==> config.mk <==
export PLATFORM = sky130hd
export DESIGN_NAME = seq_restoring_divider
export DESIGN_NICKNAME = d
export VERILOG_FILES = /design/src/rtl/seq_restoring_divider.sv
export SDC_FILE = /design/constraint.sdc
export NUM_CORES = 1
export LEC_CHECK = 0
export CAP_MARGIN = 20
export CORE_MARGIN = 2
export CORE_UTILIZATION = 50
export DETAILED_ROUTE_END_ITERATION = 8
export HOLD_SLACK_MARGIN = 0.03
export PLACE_DENSITY = 0.74
export SKIP_CTS_REPAIR_TIMING = 1
export SLEW_MARGIN = 0
export SYNTH_ARGS = -nofsm -noshare
export SYNTH_HDL_FRONTEND = slang
export SYNTH_SLANG_ARGS = --single-unit
export TNS_END_PERCENT = 100
==> constraint.sdc <==
create_clock -name clk -period 3.15 [get_ports clk]
set_clock_uncertainty 0.15 [all_clocks]
set_input_delay 0.315 -clock clk [delete_from_list [all_inputs] [get_ports clk]]
set_output_delay 0.315 -clock clk [all_outputs]
set_load 0.02 [all_outputs]
==> src/rtl/seq_restoring_divider.sv <==
// Iterative unsigned restoring divider: one quotient bit per clock, valid/ready on both sides.
// Divide-by-zero resolves immediately with quotient=all ones and remainder=dividend.
module seq_restoring_divider #(
  parameter int WIDTH = 32
) (
  input  logic             clk,
  input  logic             rst_n,
  input  logic             in_valid,
  output logic             in_ready,
  input  logic [WIDTH-1:0] dividend,
  input  logic [WIDTH-1:0] divisor,
  output logic             out_valid,
  input  logic             out_ready,
  output logic [WIDTH-1:0] quotient,
  output logic [WIDTH-1:0] remainder,
  output logic             div_by_zero
);

  localparam int CNT_W = (WIDTH > 1) ? $clog2(WIDTH) : 1;

  typedef enum logic [1:0] {IDLE, CALC, DONE} state_t;

  state_t           state;
  logic [WIDTH-1:0] rem;
  logic [WIDTH-1:0] q;
  logic [WIDTH-1:0] dvsr;
  logic [CNT_W-1:0] cnt;

  logic [WIDTH:0]   trial;
  logic [WIDTH:0]   diff;
  logic [WIDTH-1:0] rem_next;
  logic [WIDTH-1:0] q_next;

  // Trial subtraction is one bit wider than the operands, so its MSB is the borrow.
  always_comb begin
    trial    = {rem, q[WIDTH-1]};
    diff     = trial - {1'b0, dvsr};
    rem_next = diff[WIDTH] ? trial[WIDTH-1:0] : diff[WIDTH-1:0];
    q_next   = {q[WIDTH-2:0], ~diff[WIDTH]};
  end

  assign in_ready = (state == IDLE);

  always_ff @(posedge clk or negedge rst_n) begin
    if (!rst_n) begin
      state       <= IDLE;
      rem         <= '0;
      q           <= '0;
      dvsr        <= '0;
      cnt         <= '0;
      out_valid   <= 1'b0;
      quotient    <= '0;
      remainder   <= '0;
      div_by_zero <= 1'b0;
    end else begin
      case (state)
        IDLE: begin
          if (in_valid) begin
            if (divisor == '0) begin
              state       <= DONE;
              out_valid   <= 1'b1;
              quotient    <= '1;
              remainder   <= dividend;
              div_by_zero <= 1'b1;
            end else begin
              state <= CALC;
              rem   <= '0;
              q     <= dividend;
              dvsr  <= divisor;
              cnt   <= CNT_W'(WIDTH - 1);
            end
          end
        end
        CALC: begin
          rem <= rem_next;
          q   <= q_next;
          cnt <= cnt - 1'b1;
          if (cnt == '0) begin
            state       <= DONE;
            out_valid   <= 1'b1;
            quotient    <= q_next;
            remainder   <= rem_next;
            div_by_zero <= 1'b0;
          end
        end
        DONE: begin
          if (out_ready) begin
            state     <= IDLE;
            out_valid <= 1'b0;
          end
        end
        default: begin
          state     <= IDLE;
          out_valid <= 1'b0;
        end
      endcase
    end
  end

endmodule

# After elaboration in Yosys (flattened, before gate mapping)
# Cells that the tools add are included.
# Widths: inputs -> output; s select.
# word_totals
regBits,169
inputBits,68
word_cells,59
# op_classes
add_sub_neg,2
n_mux,30
n_eq_ne,7
bitwise,2
reduce_logical,9
# ops
cell,n
$mux 32,11
$pmux 32 s2,4
$sub 33x32->33,1
$logic_not 32->1,1
$mux 5,2
$pmux 5 s2,1
$reduce_and 3->1,3
$mux 2,4
$ne 2x2->1 const B,4
$reduce_and 4->1,2
$pmux 2 s3,1
$logic_not 5->1,1
$mux 1,5
$sub 5x1->5 const B,1
$pmux 1 s3,1
$eq 2x1->1 const B,1
$eq 2x2->1 const B,1
$logic_not 2->1,1
$ne 2x1->1 const B,1
$not 1->1,2
$pmux 1 s2,1
$reduce_bool 2->1,1

# Depth between registers and ports, before layout
# depth
ltp_word,4
mapped_depth,13

# Least setup slack after synthesis
# No wires, ideal clock.
# synth_timing
path_type,register to register
from,register q[31]
to,register remainder[23]
n_path_buf,1
stages_incl_launch_ff,14
synth_period_minus_slack_ns,3.143
setup_ns,0.141
t_arrival_ns,2.852
slack_ns,0.007
t_required_ns,2.859
path_cell_list,dfrtp_1 inv_1 ha_1 inv_1 fa_1 a211oi_1 o211a_1 o311a_4 o21ai_4 a311oi_2 or3_1 buf_6 o41ai_2 a211oi_1
# synth_between
elab_chain_len,4
# synth_lines
item,line_no,text
from (decl),25,logic [WIDTH-1:0] q;
from (signal assigned),68,q <= dividend;
from (signal assigned),76,q <= q_next;
$sub 33x32->33,37,"diff = trial - {1'b0, dvsr};"
$mux 32,38,rem_next = diff[WIDTH] ? trial[WIDTH-1:0] : diff[WIDTH-1:0];
$mux 32,78,if (cnt == '0) begin
$pmux 32 s2,56,case (state)
to (signal assigned),63,remainder <= dividend;
to (signal assigned),82,remainder <= rem_next;
to (decl),15,"output logic [WIDTH-1:0] remainder,"
# No other way between the ends. The select of a mux whose other input is x is not followed.
# A chain may end at the register's enable or synchronous reset.

# Final worst setup path
# layout_timing
from,register rem[14]
to,register remainder[19]
# layout_between
elab_chain_len,4
# layout_lines
item,line_no,text
from (decl),24,logic [WIDTH-1:0] rem;
from (signal assigned),75,rem <= rem_next;
$sub 33x32->33,37,
$mux 32,38,
$mux 32,78,
$pmux 32 s2,56,
# No other way between the ends. The select of a mux whose other input is x is not followed.

==> reports/results.txt <==
Die height: 140 um
Critical Path End Type: flip-flop
Min-Delay Path Class: in2async
Non-Filler Instances: 1,447
GRT Overall Usage: 26.9%
CP Capture Point: remainder[19]
Die Wd: 140 um
Final core utilization: 67.9%
Worst reg2reg path depth: 11
Root Buffer: clkbuf_16
Largest net degree at the start of global routing: 70
# fillers: 1,450
CP max-delay cell: dfrtp_1
First-pass GRT wire length: 42.1 mm
Internal: 9.39 mW
Clock power share: 13.4%
Most frequent cells in the layout: 204 x nand2_1, 167 x dfrtp_1, 133 x clkdlybuf4s50_1
Reg2Reg Setup Slack: 0.01 ns
GP Congestion: 0.948
CTS tree: yes
Vias in the first global route: 7,911
Post-synthesis area per instance: 8.86 um^2
Residual DRC: 0
Worst-path clk slew: 0.07 ns
Die ar.: 0.0197 mm^2
Post-synth ARST share: 100%
P&R area growth vs syn: 32.3%
Leak Pwr: 5.36 nW
Max frequency: 0.319 GHz
Total iterations of the first detailed-routing run: 6
VDD IR max: 0.000803 V
Std-Cell Rows: 49
Pwr dens: 1370 mW/mm^2
Seq pwr share: 22.9%
Most frequent CP cell: buf_12
Setup crit start kind: flip-flop
Footprint of the flip-flops and latches: 0.00423 mm^2
Met1 GRT Util: 40.0%
CTS Buffer Depth: 2
Nets: 1,308
Worst path max stage delay: 0.50 ns
Proportion of layout cells with a drive suffix above 1: 13.6%
Critical path class: reg2reg
Critical path arrival: 3.29 ns
IO Count: 135
CP Cell Sequence: ha_4 > nand2_1 > o21a_1 > a2111o_1 > o21ai_4 > a311oi_4 > nor3_4 > buf_12 > buf_12 > mux2i_2 > o211ai_1
DP Wirelength: 19.0 mm
Final hold vios: 0
Top FF cell, synth: dfrtp_1
Yosys cell types: 64
Worst-margin pin slew: 0.660 ns
Hold slack final: 0.299 ns
Status: completed
Number of flops mapped to enable cells by yosys: 0
Total congestion overflow: 0
Psw: 7.46 mW
Drt first-iter violations: 786
Via density: 5.95
Worst Setup SP: rem[14]
Placed cells: 1,405
M2 GR Usage: 39.6%
Ys Warns: 0
Seq/Total Area, Yosys: 45.6%
Worst slew margin: 56.0%
Comb pwr share: 63.7%
Initial antenna violation count: 1
M3 GR Usage: 5.40%
Period Utilization, post-route: 99.6%
Worst r2r src: rem[14]
Commonest non-fill, non-tap cell in the layout: nand2_1
Area of the multi-input gates: 0.00493 mm^2
DR vias: 8,612
CP required: 3.30 ns
Max_cap viols: 0
Pins Over Slew Limit: 0
Port bufs: 134
Worst skew pair latency: 0.44 ns
Initial Util: 51.3%
Mapped Cells: 1,048
Switching share of power: 44.3%
DRT antenna net count: 0
Core ar.: 0.0181 mm^2
Syn Nets: 1,151
Min cycle time layout: 3.14 ns
Tot Pwr: 16.8 mW
GR peak layer: met1
Cts bufs inserted: 17
Post-Syn Area: 0.00928 mm^2
Routed wire per std cell: 18.9 um
WL final: 27.4 mm
RR Endpoint: remainder[19]
Final setup fails: 0
CTS H-tree depth: 4
Antenna cells: 0
Crit path max fanout: 6
#FFs+latches synth: 169
CTS sink count: 169
-- critical path, delay by kind of cell (launching register included) --
family                   cells  cell delay (ns)
buffers and inverters        2             0.33
AND/OR/NAND/NOR              2             0.31
flip-flops                   1             0.50
AO/OA/AOI/OAI                5             1.11
adder cells (fa/ha/maj)      1             0.34
multiplexers                 1             0.26
-- flip-flops by register name (all words and copies together) (netlist names) --
signal       flops
dvsr            32
q               32
quotient        32
rem             32
remainder       32
cnt              5
state            2
div_by_zero      1
out_valid        1
-- logic make-up (layout without fill, tap and decap cells) --
group           after synthesis  after routing  synth area share, %
simple gates                330            330                 15.7
flops                       169            169                 45.6
compound gates              345            345                 23.4
fa+ha+maj                    35             35                 4.80
mux                          29             29                 3.14
xor+xnor                     28             28                 2.64
buf+inv                     112            282                 4.77
-- metrics by stage --
step	setup TNS, ns	area (um^2)	worst slack (ns)
floorplan	0	9280	0.00721
global placement	-0.0462	11200	-0.0167
detailed placement	-2.10	11200	-0.0995
CTS	-2.87	11800	-0.121
global route	-2.85	12300	-0.107
finish	0	12300	0.0130
-- cell type report --
type,instances,share of cell area (%)
clock buffer,17,3.46
clock inverter,15,1.69
inverter,39,1.19
multi-input combinational,767,40.2
sequential,169,34.5
tap,229,2.33
timing repair buffer,211,16.7
-- synthesized netlist by cell type (4+ instances only) --
| cell | n | share of area (%) |
|---|---|---|
| or3_1 | 5 | 0.34 |
| inv_1 | 39 | 1.6 |
| clkbuf_1 | 61 | 2.5 |
| nand3_1 | 35 | 1.9 |
| and2_1 | 4 | 0.27 |
| nand2_1 | 204 | 8.3 |
| nand4_1 | 9 | 0.61 |
| a211oi_1 | 6 | 0.49 |
| a31oi_1 | 5 | 0.34 |
| dfrtp_1 | 169 | 46 |
| nor4_1 | 10 | 0.67 |
| o21ai_1 | 23 | 1.2 |
| a22oi_1 | 63 | 5.1 |
| a21oi_1 | 49 | 2.6 |
| nor2b_1 | 5 | 0.34 |
| o21ai_0 | 125 | 6.7 |
| a21o_1 | 13 | 1.1 |
| nor2_1 | 26 | 1.1 |
| nor3_1 | 8 | 0.43 |
| xor2_1 | 13 | 1.2 |
| buf_2 | 6 | 0.32 |
| nand2b_1 | 6 | 0.40 |
| o21a_1 | 5 | 0.40 |
| and3_1 | 6 | 0.40 |
| mux2i_1 | 28 | 3.0 |
| ha_1 | 34 | 4.6 |
| o211ai_1 | 25 | 2.0 |
| xnor2_1 | 15 | 1.4 |
-- layer usage --
layer | share of wire [%] | vias up
met1 | 44 | 4070
li1 | - | 4059
met3 | 9.0 | 56
met2 | 45 | 425
met4 | 2.7 | 2
met5 | 0.036 | -
-- worst min path at each step --
stage | end | depth (start not counted) | startpoint | slack (ns)
2_1_floorplan | cnt[0] | 0 | rst_n | -0.13
3_3_place_gp | quotient[29] | 1 | rst_n | 0.22
3_5_place_dp | q[26] | 1 | rst_n | 0.21
4_1_cts | q[26] | 1 | rst_n | -0.25
5_1_grt | dvsr[30] | 3 | divisor[30] | 0.33
6_report | q[26] | 2 | rst_n | 0.30
-- power groups by stage --
stage | sequential [mW] | clock (mW) | combinational [mW]
finish | 3.86 | 2.26 | 10.7
CTS | 3.76 | 2.27 | 8.88
global route | 3.94 | 2.36 | 11.6
global placement | 3.77 | 0 | 8.63
detailed placement | 3.78 | 0 | 8.84
floorplan | 3.79 | 0 | 5.77
No activity file was read; power rests on OpenSTA's default activity.
